### src/rtl/mw_lsu_pkg.sv
// Shared constants, state type and store lane helpers for the MW-stage
// load/store unit.
package mw_lsu_pkg;

    localparam logic [6:0] OP_LOAD  = 7'b0000011;
    localparam logic [6:0] OP_STORE = 7'b0100011;

    localparam logic [2:0] F3_B  = 3'b000;
    localparam logic [2:0] F3_H  = 3'b001;
    localparam logic [2:0] F3_W  = 3'b010;
    localparam logic [2:0] F3_BU = 3'b100;
    localparam logic [2:0] F3_HU = 3'b101;

    typedef enum logic [1:0] {
        S_IDLE,
        S_REQ,
        S_WAIT_RSP,
        S_DONE
    } state_e;

    // Byte enables for an access of size funct3[1:0] at byte offset off.
    function automatic logic [3:0] acc_be(input logic [2:0] f3,
                                          input logic [1:0] off);
        logic [3:0] be;
        case (f3[1:0])
            2'b00:   be = 4'b0001 << off;
            2'b01:   be = off[1] ? 4'b1100 : 4'b0011;
            default: be = 4'b1111;
        endcase
        return be;
    endfunction

    function automatic logic [31:0] st_wdata(input logic [2:0]  f3,
                                             input logic [31:0] wd);
        logic [31:0] d;
        case (f3[1:0])
            2'b00:   d = {4{wd[7:0]}};
            2'b01:   d = {2{wd[15:0]}};
            default: d = wd;
        endcase
        return d;
    endfunction

endpackage

### src/rtl/mw_load_fmt.sv
// Selects the addressed byte/half of a load word and sign/zero extends it.
module mw_load_fmt
    import mw_lsu_pkg::*;
(
    input  logic [31:0] rdata,
    input  logic [2:0]  funct3,
    input  logic [1:0]  off,
    output logic [31:0] result
);

    logic [7:0]  b;
    logic [15:0] h;

    always_comb begin
        b = rdata[{off, 3'b000} +: 8];
        h = off[1] ? rdata[31:16] : rdata[15:0];
        case (funct3)
            F3_B:    result = {{24{b[7]}}, b};
            F3_BU:   result = {24'h0, b};
            F3_H:    result = {{16{h[15]}}, h};
            F3_HU:   result = {16'h0, h};
            default: result = rdata;
        endcase
    end

endmodule

### src/rtl/mw_lsu.sv
// MW-stage load/store unit: decodes the registered mem op, runs one
// req/gnt/rvalid access with timeout, and returns formatted load data.
module mw_lsu
    import mw_lsu_pkg::*;
#(
    parameter int TIMEOUT_CYCLES = 64,
    parameter int CNT_W          = 8
) (
    input  logic        clk,
    input  logic        reset,
    input  logic [31:0] inst_i,
    input  logic [31:0] addr_i,
    input  logic [31:0] wdata_i,
    input  logic        pipe_hold_i,
    output logic        dmem_req,
    output logic        dmem_we,
    output logic [31:0] dmem_addr,
    output logic [3:0]  dmem_be,
    output logic [31:0] dmem_wdata,
    input  logic        dmem_gnt,
    input  logic        dmem_rvalid,
    input  logic [31:0] dmem_rdata,
    output logic        lsu_stall,
    output logic [31:0] lsu_rdata,
    output logic        lsu_rvalid,
    output logic        exc_ld_misalign,
    output logic        exc_st_misalign,
    output logic        exc_access_fault,
    output logic        exc_illegal,
    output logic [31:0] exc_tval
);

    state_e             state_q, state_d;
    logic               we_q;
    logic [2:0]         f3_q;
    logic [31:0]        addr_q;
    logic [3:0]         be_q;
    logic [31:0]        wdata_q;
    logic [31:0]        rdata_q;
    logic [CNT_W-1:0]   cnt_q;
    logic               fault_q;
    logic               fault_set;

    logic [6:0]  opc;
    logic [2:0]  f3;
    logic        is_ld, is_st, f3_ok_ld, f3_ok_st;
    logic        ill, mis, go, tmo;
    logic [31:0] fmt;
    logic        unused_inst;

    assign opc         = inst_i[6:0];
    assign f3          = inst_i[14:12];
    assign unused_inst = ^{inst_i[31:15], inst_i[11:7]};

    // Decode is masked during reset so no pulse escapes a reset cycle.
    assign is_ld    = reset && (opc == OP_LOAD);
    assign is_st    = reset && (opc == OP_STORE);
    assign f3_ok_ld = f3 inside {F3_B, F3_H, F3_W, F3_BU, F3_HU};
    assign f3_ok_st = f3 inside {F3_B, F3_H, F3_W};
    assign ill      = (is_ld && !f3_ok_ld) || (is_st && !f3_ok_st);
    assign mis      = (is_ld || is_st) && !ill &&
                      (((f3[1:0] == 2'b01) && addr_i[0]) ||
                       ((f3[1:0] == 2'b10) && (addr_i[1:0] != 2'b00)));
    assign go       = (is_ld || is_st) && !ill && !mis;
    assign tmo      = cnt_q == CNT_W'(TIMEOUT_CYCLES - 1);

    always_comb begin
        state_d          = state_q;
        fault_set        = 1'b0;
        lsu_stall        = 1'b0;
        exc_ld_misalign  = 1'b0;
        exc_st_misalign  = 1'b0;
        exc_access_fault = 1'b0;
        exc_illegal      = 1'b0;
        exc_tval         = 32'h0;
        unique case (state_q)
            S_IDLE: begin
                lsu_stall       = go;
                exc_ld_misalign = mis && is_ld;
                exc_st_misalign = mis && is_st;
                exc_illegal     = ill;
                if (mis || ill) exc_tval = addr_i;
                if (go)         state_d  = S_REQ;
            end
            S_REQ: begin
                lsu_stall = 1'b1;
                if (dmem_gnt && we_q) begin
                    state_d = S_DONE;
                end else if (tmo) begin
                    state_d   = S_DONE;
                    fault_set = 1'b1;
                end else if (dmem_gnt) begin
                    state_d = S_WAIT_RSP;
                end
            end
            S_WAIT_RSP: begin
                lsu_stall = 1'b1;
                if (dmem_rvalid) begin
                    state_d = S_DONE;
                end else if (tmo) begin
                    state_d   = S_DONE;
                    fault_set = 1'b1;
                end
            end
            S_DONE: begin
                exc_access_fault = fault_q;
                if (fault_q)      exc_tval = addr_q;
                if (!pipe_hold_i) state_d  = S_IDLE;
            end
            default: state_d = S_IDLE;
        endcase
    end

    always_ff @(posedge clk) begin
        if (!reset) begin
            state_q <= S_IDLE;
            we_q    <= 1'b0;
            f3_q    <= 3'b0;
            addr_q  <= 32'h0;
            be_q    <= 4'h0;
            wdata_q <= 32'h0;
            rdata_q <= 32'h0;
            cnt_q   <= '0;
            fault_q <= 1'b0;
        end else begin
            state_q <= state_d;
            if (state_q == S_IDLE && go) begin
                we_q    <= is_st;
                f3_q    <= f3;
                addr_q  <= addr_i;
                be_q    <= acc_be(f3, addr_i[1:0]);
                wdata_q <= is_st ? st_wdata(f3, wdata_i) : 32'h0;
                cnt_q   <= '0;
                fault_q <= 1'b0;
            end
            if (state_q == S_REQ || state_q == S_WAIT_RSP)
                cnt_q <= cnt_q + CNT_W'(1);
            if (fault_set)
                fault_q <= 1'b1;
            if (state_q == S_WAIT_RSP && dmem_rvalid)
                rdata_q <= dmem_rdata;
        end
    end

    mw_load_fmt u_fmt (
        .rdata  (rdata_q),
        .funct3 (f3_q),
        .off    (addr_q[1:0]),
        .result (fmt)
    );

    assign dmem_req   = state_q == S_REQ;
    assign dmem_we    = we_q;
    assign dmem_addr  = {addr_q[31:2], 2'b00};
    assign dmem_be    = be_q;
    assign dmem_wdata = wdata_q;
    assign lsu_rvalid = (state_q == S_DONE) && !we_q && !fault_q;
    assign lsu_rdata  = lsu_rvalid ? fmt : 32'h0;

endmodule

### config.mk
export PLATFORM = sky130hd
export DESIGN_NAME = mw_lsu
export DESIGN_NICKNAME = d
export VERILOG_FILES = /design/src/rtl/mw_lsu_pkg.sv /design/src/rtl/mw_load_fmt.sv /design/src/rtl/mw_lsu.sv
export SDC_FILE = /design/constraint.sdc
export NUM_CORES = 1
export LEC_CHECK = 0
export CAP_MARGIN = 40
export CORE_UTILIZATION = 35
export CTS_CLUSTER_DIAMETER = 150
export DETAILED_ROUTE_END_ITERATION = 8
export GPL_TIMING_DRIVEN = 0
export PLACE_DENSITY = 0.78
export SLEW_MARGIN = 0
export SYNTH_ARGS = -nofsm -noshare
export SYNTH_HDL_FRONTEND = slang
export SYNTH_SLANG_ARGS = --single-unit
### constraint.sdc
create_clock -name clk -period 2.1 [get_ports clk]
set_input_delay 0.315 -clock clk [delete_from_list [all_inputs] [get_ports clk]]
set_output_delay 0.315 -clock clk [all_outputs]
set_load 0.01 [all_outputs]
==> results.cfg, run 1 <==
[routing]
drt_iter0_markers = 437
routed-wl-met3_um = 2010
wire_per_inst_um = 17.8
totalWireLength_um = 23700
drtAntennaViolNets = 0
vias_per_cell = 5.24
via_count = 7006
route.met2.wl_um = 11400
top_layer_used = met4
dr.pass1.iters = 5
drc_errors = 0
met1_length_um = 9570

[floorplan]
start_util_pct = 36.0
die_y_um = 133
core_area_um2 = 16600
die_w_um = 133
design.die.area_um2 = 17600
ios = 273
fp-row-count = 47

[global_route]
antenna_found_initial = 1
first_global_vias = 6913
grt_pass1_wl_um = 36500
grt_use_total_pct = 26.6
overflow = 0
grt_max_degree = 17

[synth]
yosys_warnings = 0
avgSynthCellArea_um2 = 7.47
ys_ff_latch = 115
ys_types = 55
synthAdderAreaFrac_pct = 1.04
syn_area_um2 = 5990
synth_top_family_by_area = compound AO/OA/AOI/OAI gates
postSynth.asyncResetShare_pct = 0
synth_xor_area_share_pct = 0.878
synthCells = 802
yosysSeqAreaShare_pct = 38.4
muxShareOfSynthArea_pct = 6.02
synth-main-ff-cell = dfxtp_1
synth-edff-count = 0
synth-compound-area-share_pct = 21.7
synth-simple-area-share_pct = 21.5

[sta]
fmax_mhz = 413
finClkSkew_ps = 6.31
rsz0062_at_grt = yes
slew_headroom_pct = 51.2
tightest_slew_ps = 732
hold_viol = 0
fin_ws_ps = -318
min_period_ps = 2420
drv_slew = 0
setup_violations = 64
fin_crit_sh_pct = 115

[power_and_ir_drop]
clkPwrFrac_pct = 48.8
swShare_pct = 24.9
powerDensity_nw_per_um2 = 631
power.internal_mw = 4.68
ir_drop_v = 0.000584
p_leak_nw = 3.76
power.switching_mw = 1.55
seqPwrFrac_pct = 36.1
pwr-share-comb_pct = 15.2

[clocking]
cts_tree = built
clockBufferDepth = 2
clock_latency_ps = 420
cts_inserted_buffers = 17
cts_sinks = 115
cts_root_buf = clkbuf_16
cts_hold_buf = 0
clk_pin_slew_ps = 50
cts_max_level = 4

[setup_path]
regToRegEndpoint = rdata_q[8]
cp.required_ps = 1780
end_kind = output port
path_class = reg2out
worstPathMaxFanout = 4
cp_data_arrival_time_ps = 2100
regToRegSetupSlack_ps = 130
reg2regPathDepth = 9
rr_startpoint = state_q[0]
startpoint = addr_q[1]
cp-endpoint = lsu_rdata[13]
crit_path_start_kind = register

[outcome]
status = complete, but fails checks
violations = negative setup slack

[final_layout]
final_util_pct = 59.4
area_growth_syn_to_layout_pct = 65.0
final_nets = 1241
drive_gt1_share_pct = 26.3

[flow_run]
drv_cap = 0

[placement]
place_ws_ps = -1200
dpl.hpwl_um = 16400
place.gp.congestion = 0.922
io_buffers = 245

[min_path]
min_path_type = in2reg
==> metrics by stage <==
stage                     setup TNS (ps)  power [mW]  std cells  cell area (um2)  hold WS [ps]
after floorplan                        0        2.67        803             5990           433
after global placement            -79050        3.07       1268             8720           435
after detailed placement          -81360        3.08       1269             8730           440
after CTS                         -11270        6.17       1331             9690           225
after global routing              -15580        6.43       1336             9880           239
final                             -10300        6.23       1336             9880           229
==> what timing repair did <==
action	CTS	global route
gates cloned	3	1
resized for setup	400	41
buffers inserted	31	6
endpoints found under the setup margin	96	66
pin swaps	42	57
==> cell type report <==
cell class	instances	area (um2)
buffer	90	571
clock buffer	23	498
timing repair buffer	284	2520
inverter	31	124
fill	1453	6760
multi-input combinational	564	3450
clock inverter	8	124
sequential	115	2320
tap	220	275
antenna	1	2.50
==> critical path, stage by stage, from the launching register on <==
cell and delay (ps):
dfxtp_2 350, mux4_2 530, nand2b_1 140, nor2_1 70, nor2_2 190, buf_4 180
a221oi_2 70, buf_2 160
==> Yosys cell counts (all sizes together), types with 3 or more instances <==
| cell type | instances | area share, % |
|---|---|---|
| a21oi | 105 | 8.8 |
| a221oi | 7 | 1.1 |
| a22o | 9 | 1.3 |
| a22oi | 32 | 4.0 |
| a31oi | 4 | 0.42 |
| a32oi | 3 | 0.44 |
| and2 | 3 | 0.31 |
| buf | 56 | 6.0 |
| clkbuf | 37 | 2.3 |
| dfxtp | 115 | 38 |
| ha | 5 | 1.0 |
| inv | 31 | 1.9 |
| mux2i | 27 | 4.5 |
| mux4 | 3 | 1.1 |
| nand2 | 186 | 12 |
| nand2b | 5 | 0.52 |
| nand3 | 9 | 0.84 |
| nand4 | 3 | 0.31 |
| nor2 | 77 | 4.9 |
| nor2b | 3 | 0.31 |
| nor3 | 9 | 0.92 |
| nor4 | 3 | 0.42 |
| o21ai | 34 | 2.9 |
| o221a | 6 | 1.1 |
| xor2 | 4 | 0.58 |
==> worst min-delay path by stage <==
stage | endpoint | startpoint | depth (start not counted) | slack [ps]
after floorplan | rdata_q[5] | rdata_q[5] | 2 | 430
after global placement | dmem_wdata[19] | dmem_wdata[19] | 2 | 440
after detailed placement | dmem_wdata[18] | dmem_wdata[18] | 2 | 440
after CTS | state_q[0] | reset | 2 | 220
after global routing | cnt_q[7] | reset | 2 | 240
final | cnt_q[7] | reset | 2 | 230
==> kinds of logic after synthesis <==
| family | after synthesis |
|---|---|
| compound gates | 212 |
| flops | 115 |
| xor+xnor | 6 |
| mux | 32 |
| buf+inv | 124 |
| simple gates | 307 |
| other cells | 1 |
| fa+ha+maj | 5 |
==> cells in the final DEF, fill, tap and decap left out, types with 4 or more instances in the layout <==
master and count:
o21ai_0 11, clkbuf_1 21, xor2_1 4, a22o_1 9, nand2_2 4, a21oi_1 101, a31oi_1 4, a22oi_2 29
nand2b_1 4, nand3_1 8, buf_4 58, clkbuf_16 18, nor3_1 6, clkbuf_8 8, clkbuf_2 7, mux2i_1 27
dlygate4sd2_1 11, buf_6 17, dfxtp_1 110, inv_1 27, nor2_2 4, nor2_1 71, o221a_2 5, a221oi_2 6
clkdlybuf4s50_1 165, buf_2 79, nand2_1 182, o21ai_1 20
==> state kept, by name (all words and copies together) (netlist names) <==
register,flops
f3_q,3
addr_q,32
dmem_wdata,32
state_q,2
cnt_q,8
rdata_q,32
fault_q,1
dmem_we,1
dmem_be,4
==> power groups by stage <==
stage          Clock (mW)  Combinational (mW)  Sequential (mW)
6_report             3.04               0.946             2.25
5_1_grt              3.15                1.03             2.25
4_1_cts              3.06               0.872             2.24
3_5_place_dp            0               0.793             2.28
3_3_place_gp            0               0.786             2.28
2_1_floorplan           0               0.390             2.28
==> per-layer routing <==
| layer | GRT usage [%] | up-vias |
|---|---|---|
| met2 | 44.9 | 363 |
| met3 | 7.32 | 59 |
| met5 | 0 | - |
| met1 | 31.7 | 3273 |
| li1 | - | 3311 |
| met4 | 11.4 | 0 |
(Power assumes the default switching activity.)
==> run 2, diff against run 1 <==
- CORE_MARGIN: not set -> 2
- SLEW_MARGIN: 0 -> not set
==> results.cfg, run 2 (synthesis results as in run 1) <==
[power_and_ir_drop]
powerDensity_nw_per_um2 = 598
p_leak_nw = 3.82
ir_drop_v = 0.000622

[final_layout]
n_antenna_cell = 0
final.fill_count = 1443
drive_gt1_share_pct = 27.6
final_nets = 1248
layout.cells.non_filler = 1341
area_growth_syn_to_layout_pct = 67.5
final_common_cell = nand2_1
final_cell_mix = 186 x nand2_1, 165 x clkdlybuf4s50_1, 108 x dfxtp_1, 86 x a21oi_1, 78 x buf_2

[routing]
via_count = 6922
wire_per_inst_um = 17.5
vias_per_cell = 5.16
dr.pass1.iters = 5
drtAntennaViolNets = 0
totalWireLength_um = 23500
drt_iter0_markers = 455
drc_errors = 0

[clocking]
cts_tree = built
cts_root_buf = clkbuf_16
cts_max_level = 4
clockBufferDepth = 2
clock_latency_ps = 420
cts_hold_buf = 0
cts_sinks = 115
cts_inserted_buffers = 17
clk_pin_slew_ps = 50

[sta]
fin_ws_ps = -288
finClkSkew_ps = 9.68
rsz0062_at_grt = yes
hold_viol = 0
min_period_ps = 2390
fmax_mhz = 419
setup_violations = 64
whs_ps = 225
fin_crit_sh_pct = 114
drv_slew = 0
tightest_slew_ps = 770
slew_headroom_pct = 48.6

[placement]
place.gp.congestion = 0.880
io_buffers = 245
dpl.hpwl_um = 16200
place_ws_ps = -1170
dp.cells = 1269

[outcome]
violations = negative setup slack
status = complete, but fails checks

[setup_path]
critPathTopFamily = multiplexers
max_stage_delay_ps = 540
end_kind = output port
critPathBufInv = 3
crit_path_start_kind = register
path_class = reg2out
worstPathMaxFanout = 5
cp_data_arrival_time_ps = 2070
path_cells = mux4_2, nand2b_1, a21oi_2, o21ai_2, buf_6, buf_6, a21oi_2, buf_2
cp_slowest_cell = mux4_2
cp.required_ps = 1780

[global_route]
overflow = 0
grt_max_degree = 17
grt_use_total_pct = 25.3
antenna_found_initial = 0
first_global_vias = 6690
grt_pass1_wl_um = 36100

[floorplan]
die_w_um = 135
start_util_pct = 36.0
core_area_um2 = 16600
ios = 273
die_y_um = 135
fp-row-count = 47
design.die.area_um2 = 18200

[flow_run]
drv_cap = 0

[min_path]
min_path_type = in2reg
[run 2: cell types whose count changed in the layout (fill, tap and decap cells not counted), moves of 5 or more]
cell / before / now
buf_6: 17 / 22
a22oi_2: 29 / 24
a22oi_1: 3 / 8
a21oi_1: 101 / 86
a21oi_2: 3 / 18
[run 2: timing repair]
item                                    in CTS  in global routing
endpoints found under the setup margin     100                 69
buffers inserted                            40                  9
resized for setup                          429                 60
cloned                                       4                  0
pin swaps                                   40                 47
[run 2: cell type report]
type                            count  area (um2)  area share, %
Sequential cell                   115        2320           23.1
Buffer                             89         587           5.85
Inverter                           31         124           1.23
Clock buffer                       21         460           4.59
Multi-Input combinational cell    564        3540           35.3
Tap cell                          220         275           2.74
Timing Repair Buffer              292        2620           26.1
Clock inverter                      9         106           1.06
[run 2: path summary, 6_finish.rpt]
check / depth (start not counted) / slack (ps) / startpoint / end
setup / recovery: 8 / -290 / addr_q[1] / lsu_rdata[21]
hold / removal: 2 / 220 / reset / cnt_q[7]
setup reg to reg: 9 / 140 / state_q[0] / f3_q[1]
hold reg to reg: 2 / 450 / dmem_wdata[20] / dmem_wdata[20]
[run 2: power breakdown]
group	internal, mW	switching (mW)
Combinational	0.448	0.489
Clock	1.79	1.03
Sequential	2.21	0.0399
Total	4.45	1.55
[run 2: per-stage QoR]
step           power (mW)  setup TNS, ps  utilization [%]  area [um2]
5_1_grt              6.22         -16720             60.3       10000
3_3_place_gp         3.07         -78500             52.4        8720
6_report             6.00         -10700             60.3       10000
3_5_place_dp         3.08         -80750             52.4        8730
4_1_cts              5.98         -13710             59.5        9900
2_1_floorplan        2.67              0                -        5990
[run 2: layer usage]
metal	up-vias	GRT usage (%)	wire, um
li1	3320	-	-
met1	3231	30.9	9560
met2	327	42.0	11300
met3	44	8.26	2100
met4	0	8.60	544
met5	-	0	0
==> run 3, diff against run 2 <==
- CTS_CLUSTER_DIAMETER: 150 -> not set
==> results of run 3 <==
No change in the layout: final DEF, timing and power equal those of run 2.
